<file path="src/rtl/rvb_clmul_issue_pkg.sv">
// rvb_clmul_pkg: CLMUL-family decode constants, queue entry and decode helper.
// RVB_CLMUL_ISSUE_WOPS_EN makes the OP-32 W forms legal when XLEN is 64.
package rvb_clmul_pkg;
  localparam logic [6:0] OPC_OP    = 7'b0110011;
  localparam logic [6:0] OPC_OP32  = 7'b0111011;
  localparam logic [6:0] F7_CLMUL  = 7'b0000101;
  localparam logic [2:0] F3_CLMUL  = 3'b001;
  localparam logic [2:0] F3_CLMULR = 3'b010;
  localparam logic [2:0] F3_CLMULH = 3'b011;
`ifdef RVB_CLMUL_ISSUE_WOPS_EN
  localparam bit WOPS_EN = 1'b1;
`else
  localparam bit WOPS_EN = 1'b0;
`endif
  typedef struct packed {
    logic [4:0] rd;
    logic       illegal;
  } q_entry_t;
  typedef struct packed {
    logic legal;
    logic w;
  } dec_t;
  function automatic dec_t decode(input logic [31:0] insn, input logic xlen64);
    logic f_ok;
    logic w;
    f_ok = insn[31:25] == F7_CLMUL && (insn[14:12] inside {F3_CLMUL, F3_CLMULR, F3_CLMULH});
    w = xlen64 && insn[6:0] == OPC_OP32;
    return '{legal: f_ok && (insn[6:0] == OPC_OP || (WOPS_EN && w)), w: w};
  endfunction
endpackage

</file>
<file path="src/rtl/rvb_clmul_issue_if.sv">
// rvb_clmul_issue_if: instruction, core din/dout and writeback handshakes of rvb_clmul_issue.
interface rvb_clmul_issue_if #(parameter int XLEN = 64);
  logic            in_valid;
  logic            in_ready;
  logic [31:0]     in_insn;
  logic [XLEN-1:0] in_rs1;
  logic [XLEN-1:0] in_rs2;
  logic            core_din_valid;
  logic            core_din_ready;
  logic [XLEN-1:0] core_din_rs1;
  logic [XLEN-1:0] core_din_rs2;
  logic            core_din_insn3;
  logic            core_din_insn12;
  logic            core_din_insn13;
  logic            core_dout_valid;
  logic            core_dout_ready;
  logic [XLEN-1:0] core_dout_rd;
  logic            wb_valid;
  logic            wb_ready;
  logic [4:0]      wb_rd;
  logic [XLEN-1:0] wb_value;
  logic            wb_illegal;
  modport slave (
    input  in_valid, in_insn, in_rs1, in_rs2, core_din_ready, core_dout_valid, core_dout_rd, wb_ready,
    output in_ready, core_din_valid, core_din_rs1, core_din_rs2, core_din_insn3, core_din_insn12,
           core_din_insn13, core_dout_ready, wb_valid, wb_rd, wb_value, wb_illegal
  );
  modport master (
    output in_valid, in_insn, in_rs1, in_rs2, core_din_ready, core_dout_valid, core_dout_rd, wb_ready,
    input  in_ready, core_din_valid, core_din_rs1, core_din_rs2, core_din_insn3, core_din_insn12,
           core_din_insn13, core_dout_ready, wb_valid, wb_rd, wb_value, wb_illegal
  );
endinterface

</file>
<file path="src/rtl/rvb_issue_fifo.sv">
// rvb_issue_fifo: generic DEPTH-entry pointer FIFO with full/empty and simultaneous push/pop.
module rvb_issue_fifo #(
  parameter int WIDTH = 6,
  parameter int DEPTH = 4
) (
  input  logic             clock,
  input  logic             resetn,
  input  logic             push_i,
  input  logic [WIDTH-1:0] wdata_i,
  input  logic             pop_i,
  output logic [WIDTH-1:0] rdata_o,
  output logic             full_o,
  output logic             empty_o
);
  localparam int AW = $clog2(DEPTH);
  logic [WIDTH-1:0] mem_q [DEPTH];
  logic [AW-1:0]    head_q, head_d, tail_q, tail_d;
  logic [AW:0]      count_q, count_d;
  logic             do_push, do_pop;
  // Full blocks push even alongside a pop: no pass-through path.
  assign full_o  = count_q == (AW+1)'(DEPTH);
  assign empty_o = count_q == '0;
  assign do_push = push_i && !full_o;
  assign do_pop  = pop_i && !empty_o;
  assign rdata_o = mem_q[head_q];
  always_comb begin
    head_d  = do_pop ? head_q + AW'(1) : head_q;
    tail_d  = do_push ? tail_q + AW'(1) : tail_q;
    count_d = count_q + (AW+1)'(do_push) - (AW+1)'(do_pop);
  end
  always_ff @(posedge clock or negedge resetn) begin
    if (!resetn) begin
      head_q  <= '0;
      tail_q  <= '0;
      count_q <= '0;
    end else begin
      head_q  <= head_d;
      tail_q  <= tail_d;
      count_q <= count_d;
    end
  end
  always_ff @(posedge clock) begin
    if (do_push) mem_q[tail_q] <= wdata_i;
  end
endmodule

</file>
<file path="src/rtl/rvb_clmul_issue.sv">
// rvb_clmul_issue: decodes CLMUL-family insns, feeds the core and retires results in order.
// RVB_CLMUL_ISSUE_WOPS_EN (in rvb_clmul_pkg) enables the OP-32 W forms on XLEN 64.
module rvb_clmul_issue
  import rvb_clmul_pkg::*;
#(
  parameter int XLEN  = 64,
  parameter int DEPTH = 4
) (
  input logic              clock,
  input logic              resetn,
  rvb_clmul_issue_if.slave bus
);
  dec_t            dec;
  q_entry_t        head, push_entry;
  logic            full, empty, push, pop, load;
  logic            wb_valid_q, wb_valid_d, wb_illegal_q, wb_illegal_d;
  logic [4:0]      wb_rd_q, wb_rd_d;
  logic [XLEN-1:0] wb_value_q, wb_value_d;
  logic            unused_w;
  assign dec      = decode(bus.in_insn, XLEN == 64);
  assign unused_w = dec.w;
  assign bus.in_ready        = !full && (!dec.legal || bus.core_din_ready);
  assign bus.core_din_valid  = bus.in_valid && dec.legal && !full;
  assign bus.core_din_rs1    = bus.in_rs1;
  assign bus.core_din_rs2    = bus.in_rs2;
  assign bus.core_din_insn3  = bus.in_insn[3];
  assign bus.core_din_insn12 = bus.in_insn[12];
  assign bus.core_din_insn13 = bus.in_insn[13];
  assign push       = bus.in_valid && bus.in_ready;
  assign push_entry = '{rd: bus.in_insn[11:7], illegal: !dec.legal};
  // Illegal heads retire on their own; legal heads wait for the core result.
  assign load                = (!wb_valid_q || bus.wb_ready) && !empty;
  assign bus.core_dout_ready = load && !head.illegal;
  assign pop                 = load && (head.illegal || bus.core_dout_valid);
  rvb_issue_fifo #(.WIDTH($bits(q_entry_t)), .DEPTH(DEPTH)) u_fifo (
    .clock   (clock),
    .resetn  (resetn),
    .push_i  (push),
    .wdata_i (push_entry),
    .pop_i   (pop),
    .rdata_o (head),
    .full_o  (full),
    .empty_o (empty)
  );
  always_comb begin
    wb_valid_d   = pop || (wb_valid_q && !bus.wb_ready);
    wb_rd_d      = pop ? head.rd : wb_rd_q;
    wb_value_d   = pop ? (head.illegal ? '0 : bus.core_dout_rd) : wb_value_q;
    wb_illegal_d = pop ? head.illegal : wb_illegal_q;
  end
  always_ff @(posedge clock or negedge resetn) begin
    if (!resetn) begin
      wb_valid_q   <= 1'b0;
      wb_rd_q      <= '0;
      wb_value_q   <= '0;
      wb_illegal_q <= 1'b0;
    end else begin
      wb_valid_q   <= wb_valid_d;
      wb_rd_q      <= wb_rd_d;
      wb_value_q   <= wb_value_d;
      wb_illegal_q <= wb_illegal_d;
    end
  end
  assign bus.wb_valid   = wb_valid_q;
  assign bus.wb_rd      = wb_rd_q;
  assign bus.wb_value   = wb_value_q;
  assign bus.wb_illegal = wb_illegal_q;
endmodule

</file>
<file path="src/flat_wrapper.sv">
// flat-port wrapper written by rule: the top's interface ports become plain ports
module rvb_clmul_issue_flat import rvb_clmul_pkg::*;
#(
  parameter int XLEN  = 64,
  parameter int DEPTH = 4
)
  (clock, resetn, bus_in_valid, bus_in_insn, bus_in_rs1, bus_in_rs2, bus_core_din_ready, bus_core_dout_valid, bus_core_dout_rd, bus_wb_ready, bus_in_ready, bus_core_din_valid, bus_core_din_rs1, bus_core_din_rs2, bus_core_din_insn3, bus_core_din_insn12, bus_core_din_insn13, bus_core_dout_ready, bus_wb_valid, bus_wb_rd, bus_wb_value, bus_wb_illegal);
  rvb_clmul_issue_if #(.XLEN(XLEN)) bus_i ();
  input logic clock;
  input logic resetn;
  input wire logic [$bits(bus_i.in_valid)-1:0] bus_in_valid;
  input wire logic [$bits(bus_i.in_insn)-1:0] bus_in_insn;
  input wire logic [$bits(bus_i.in_rs1)-1:0] bus_in_rs1;
  input wire logic [$bits(bus_i.in_rs2)-1:0] bus_in_rs2;
  input wire logic [$bits(bus_i.core_din_ready)-1:0] bus_core_din_ready;
  input wire logic [$bits(bus_i.core_dout_valid)-1:0] bus_core_dout_valid;
  input wire logic [$bits(bus_i.core_dout_rd)-1:0] bus_core_dout_rd;
  input wire logic [$bits(bus_i.wb_ready)-1:0] bus_wb_ready;
  output wire logic [$bits(bus_i.in_ready)-1:0] bus_in_ready;
  output wire logic [$bits(bus_i.core_din_valid)-1:0] bus_core_din_valid;
  output wire logic [$bits(bus_i.core_din_rs1)-1:0] bus_core_din_rs1;
  output wire logic [$bits(bus_i.core_din_rs2)-1:0] bus_core_din_rs2;
  output wire logic [$bits(bus_i.core_din_insn3)-1:0] bus_core_din_insn3;
  output wire logic [$bits(bus_i.core_din_insn12)-1:0] bus_core_din_insn12;
  output wire logic [$bits(bus_i.core_din_insn13)-1:0] bus_core_din_insn13;
  output wire logic [$bits(bus_i.core_dout_ready)-1:0] bus_core_dout_ready;
  output wire logic [$bits(bus_i.wb_valid)-1:0] bus_wb_valid;
  output wire logic [$bits(bus_i.wb_rd)-1:0] bus_wb_rd;
  output wire logic [$bits(bus_i.wb_value)-1:0] bus_wb_value;
  output wire logic [$bits(bus_i.wb_illegal)-1:0] bus_wb_illegal;
  assign bus_i.in_valid = bus_in_valid;
  assign bus_i.in_insn = bus_in_insn;
  assign bus_i.in_rs1 = bus_in_rs1;
  assign bus_i.in_rs2 = bus_in_rs2;
  assign bus_i.core_din_ready = bus_core_din_ready;
  assign bus_i.core_dout_valid = bus_core_dout_valid;
  assign bus_i.core_dout_rd = bus_core_dout_rd;
  assign bus_i.wb_ready = bus_wb_ready;
  assign bus_in_ready = bus_i.in_ready;
  assign bus_core_din_valid = bus_i.core_din_valid;
  assign bus_core_din_rs1 = bus_i.core_din_rs1;
  assign bus_core_din_rs2 = bus_i.core_din_rs2;
  assign bus_core_din_insn3 = bus_i.core_din_insn3;
  assign bus_core_din_insn12 = bus_i.core_din_insn12;
  assign bus_core_din_insn13 = bus_i.core_din_insn13;
  assign bus_core_dout_ready = bus_i.core_dout_ready;
  assign bus_wb_valid = bus_i.wb_valid;
  assign bus_wb_rd = bus_i.wb_rd;
  assign bus_wb_value = bus_i.wb_value;
  assign bus_wb_illegal = bus_i.wb_illegal;
  rvb_clmul_issue #(.XLEN(XLEN), .DEPTH(DEPTH)) u_core (.clock(clock), .resetn(resetn), .bus(bus_i));
endmodule
</file>
<file path="config.mk">
export PLATFORM = sky130hd
export DESIGN_NAME = rvb_clmul_issue_flat
export DESIGN_NICKNAME = d
export VERILOG_FILES = /design/src/rtl/rvb_clmul_issue_pkg.sv /design/src/rtl/rvb_clmul_issue_if.sv /design/src/rtl/rvb_issue_fifo.sv /design/src/rtl/rvb_clmul_issue.sv /design/src/flat_wrapper.sv
export SDC_FILE = /design/constraint.sdc
export NUM_CORES = 1
export LEC_CHECK = 0
export CORE_AREA = 2 2 169 171
export DETAILED_ROUTE_END_ITERATION = 7
export DIE_AREA = 0 0 171 173
export SYNTH_ARGS = -nofsm -noshare
export SYNTH_HDL_FRONTEND = slang
export SYNTH_SLANG_ARGS = --single-unit
</file>
<file path="constraint.sdc">
create_clock -name clock -period 2.5 [get_ports clock]
set_input_delay 0.5 -clock clock [delete_from_list [all_inputs] [get_ports clock]]
set_output_delay 0.5 -clock clock [all_outputs]
set_load 0.02 [all_outputs]
</file>
==> impl_metrics.ini <==
[finish]
layout.nets = 665
seqCellArea_um2 = 2670
multi_input_area_um2 = 1170
fin_cells = 811
final_common_cell = clkdlybuf4s50_1
fin_area_um2 = 6510
diodes = 0
final_cell_mix = clkdlybuf4s50_1, dfrtp_1, a22o_1, edfxtp_1, buf_4
drive_gt1_frac = 0.139
syn2layout_area_growth_pct = 31.7
fillers = 2947

[floorplan]
rows = 61
start_util = 0.179
dieArea_um2 = 29600
die_y_um = 173
core_um2 = 27600
io_pins = 435
fp.dieW_um = 171

[worst_setup_path]
critPathMaxFanout = 2
critPathSlowestCell = clkdlybuf4s50_1
r2r_end = u_core.u_fifo.count_q[2]$_DFF_PN0_
cpMostUsedCell = ha_4
reg2reg_from = u_core.u_fifo.head_q[0]$_DFFE_PN0P_
reg2reg_setup_slack_ps = 220
end_kind = flip-flop
crit_type = input port to flip-flop
critPathLaunchType = input port
path_cells = clkdlybuf4s50_1, nor4bb_4, and4_4, a21oi_2, inv_1, ha_4, inv_2, ha_4, fa_2
critical_path_arrival_ps = 2530
slowest_delay_ps = 450
r2r_cells = 8
required_ps = 2720

[timing]
fmax_ghz = 0.434
post-route-worst-setup-slack_ps = 193
setup_tns_ps = 0
hold-worst-slack_ps = 85.8
worst_pin_slew_ps = 439
finalSetupViolCount = 0
fin_crit_sh = 0.923
fin_crit_ps = 2310
rsz0062_at_grt = false
finalMaxSlewViolations = 0
final-hold-violation-count = 0
slew_headroom = 0.707
skew_ps = 11.1

[global_routing]
overflow = 0
antenna_found_initial = 0
grt_usage = 0.0813
grt_max_degree = 72
grt_pass1_wl_mm = 18.3
grt_pass1_vias = 3165

[clocking]
post_cts_buffers = 0
numCtsBuffers = 9
cts_sinks = 102
cts_buffer_depth = 2
clk_latency_ps = 350
clk_pin_slew_worst_paths_ps = 80
root_buffer = clkbuf_16
htreeDepth = 3
cts_tree = yes

[detailed_routing]
first_pass_iters = 4
drt_iter0_markers = 178
routedWlPerCell_um = 15.4
finalWirelength_mm = 12.5
dr_total_vias = 3045
drc = 0
postRouteAntennaNets = 0
viasPerCell = 3.75

[synth]
synthMuxAreaShare = 0.0410
synth-xor-area-share = 0.00709
ys_ff_latch = 102
syn-cell-area_um2 = 4940
synth_compound_gate_area_share = 0.130
async_reset_ff_frac = 0.765
synth_cell_type_count = 36
synthFlopType = dfrtp_1
ys_seq_area_frac = 0.541
syn_avg_cell_area_um2 = 13.1
synth_fa_ha_area_frac = 0.0192
yosys_warnings = 0
synth-simple-area-share = 0.0291
synth_top_family_by_area = buffers and inverters
netlist_instances = 376
synth_edf_count = 24
synth_nets = 613

[placed_design]
port_buffers = 168
placed_area_um2 = 6200
place_congestion = 0.673
dpl.hpwl_mm = 9.19
pre_cts_ws_ps = -323
dp.cells = 795

[flow_run]
cap_violations = 0

[hold_path]
hold_path_class = input port to asynchronous set/reset pin

[power_and_ir_drop]
power_leakage_nw = 2.63
power_density_nw_per_um2 = 1250
ir_drop_v = 0.000301

[outcome]
status = finished, final reports clean
==> metal layers <==
metal  up-vias  global-route usage  wire [um]
met1      1467              0.0822       4480
met2       206               0.137       5980
met4         0              0.0505        579
met5         -                   0          0
li1       1309                   -          -
met3        63              0.0348       1430
==> report_power, final <==
group | internal [mW] | switching (mW)
Combinational | 2.00 | 1.92
Clock | 0.712 | 0.706
Sequential | 2.43 | 0.364
Total | 5.14 | 2.99
==> per-stage QoR <==
step	power [mW]	util
3_3_place_gp	6.77	0.224
2_1_floorplan	5.28	-
6_report	8.13	0.236
5_1_grt	8.67	0.236
4_1_cts	8.30	0.235
3_5_place_dp	6.82	0.224
==> how the worst max path moves through the flow <==
stage	startpoint	to	cells past startpoint
final	bus_in_insn[26]	u_core.u_fifo.count_q[1]$_DFF_PN0_	9
after global placement	bus_in_insn[27]	u_core.u_fifo.count_q[1]$_DFF_PN0_	9
after floorplan	u_core.u_fifo.head_q[0]$_DFFE_PN0P_	u_core.u_fifo.count_q[2]$_DFF_PN0_	10
after detailed placement	bus_in_insn[27]	u_core.u_fifo.count_q[1]$_DFF_PN0_	9
after CTS	bus_in_insn[5]	bus_core_din_valid	6
after global routing	bus_in_insn[5]	bus_core_din_valid	6
==> repair_timing <==
| action | in CTS | in global routing |
|---|---|---|
| endpoints found under the hold margin | 0 | 0 |
| gates resized for setup | 3 | 8 |
| endpoints found under the setup margin | 2 | 4 |
| hold buffers | 0 | 0 |
| cloned | 0 | 0 |
| pin swaps | 0 | 1 |
==> synthesized netlist by cell type, types with 2 or more instances <==
| cell type | number | area [um^2] |
|---|---|---|
| buf_6 | 9 | 101 |
| xnor2_1 | 3 | 26.3 |
| inv_1 | 8 | 30.0 |
| nor4bb_1 | 2 | 20.0 |
| edfxtp_1 | 24 | 721 |
| buf_4 | 132 | 991 |
| a22o_1 | 65 | 569 |
| nor2_1 | 3 | 11.3 |
| nand2_1 | 4 | 15.0 |
| mux2_2 | 3 | 33.8 |
| mux2_1 | 3 | 33.8 |
| dfrtp_1 | 78 | 1950 |
| and2_1 | 5 | 31.3 |
| ha_1 | 6 | 75.1 |
| buf_2 | 5 | 25.0 |
| mux4_2 | 6 | 135 |
==> final cells by class <==
type	instances	area share
Sequential cell	102	0.411
Inverter	8	0.00461
Multi-Input combinational cell	119	0.179
Clock inverter	7	0.0115
Tap cell	378	0.0727
Timing Repair Buffer	188	0.287
Clock buffer	9	0.0346
==> kinds of logic (layout without fill, tap and decap cells) <==
family / Yosys count / after routing
buffers and inverters: 155 / 212
adder cells (fa/ha/maj): 7 / 7
XOR/XNOR: 4 / 4
AO/OA/AOI/OAI: 73 / 73
multiplexers: 12 / 12
flip-flops: 102 / 102
AND/OR/NAND/NOR: 23 / 23
==> critical path: cells and delay by family <==
family	cells	cell delay (ps)
buffers and inverters	3	620
AND/OR/NAND/NOR	2	590
AO/OA/AOI/OAI	1	70
adder cells (fa/ha/maj)	3	750
==> flip-flops by register name (all words and copies together), names as in the netlist <==
name,flops
u_core.bus.wb_value,64
u_core.u_fifo.mem_q,24
u_core.bus.wb_rd,5
u_core.u_fifo.count_q,3
u_core.u_fifo.head_q,2
u_core.u_fifo.tail_q,2
u_core.bus.wb_illegal,1
u_core.bus.wb_valid,1
Note: power is estimated with default switching activity, not from simulation.
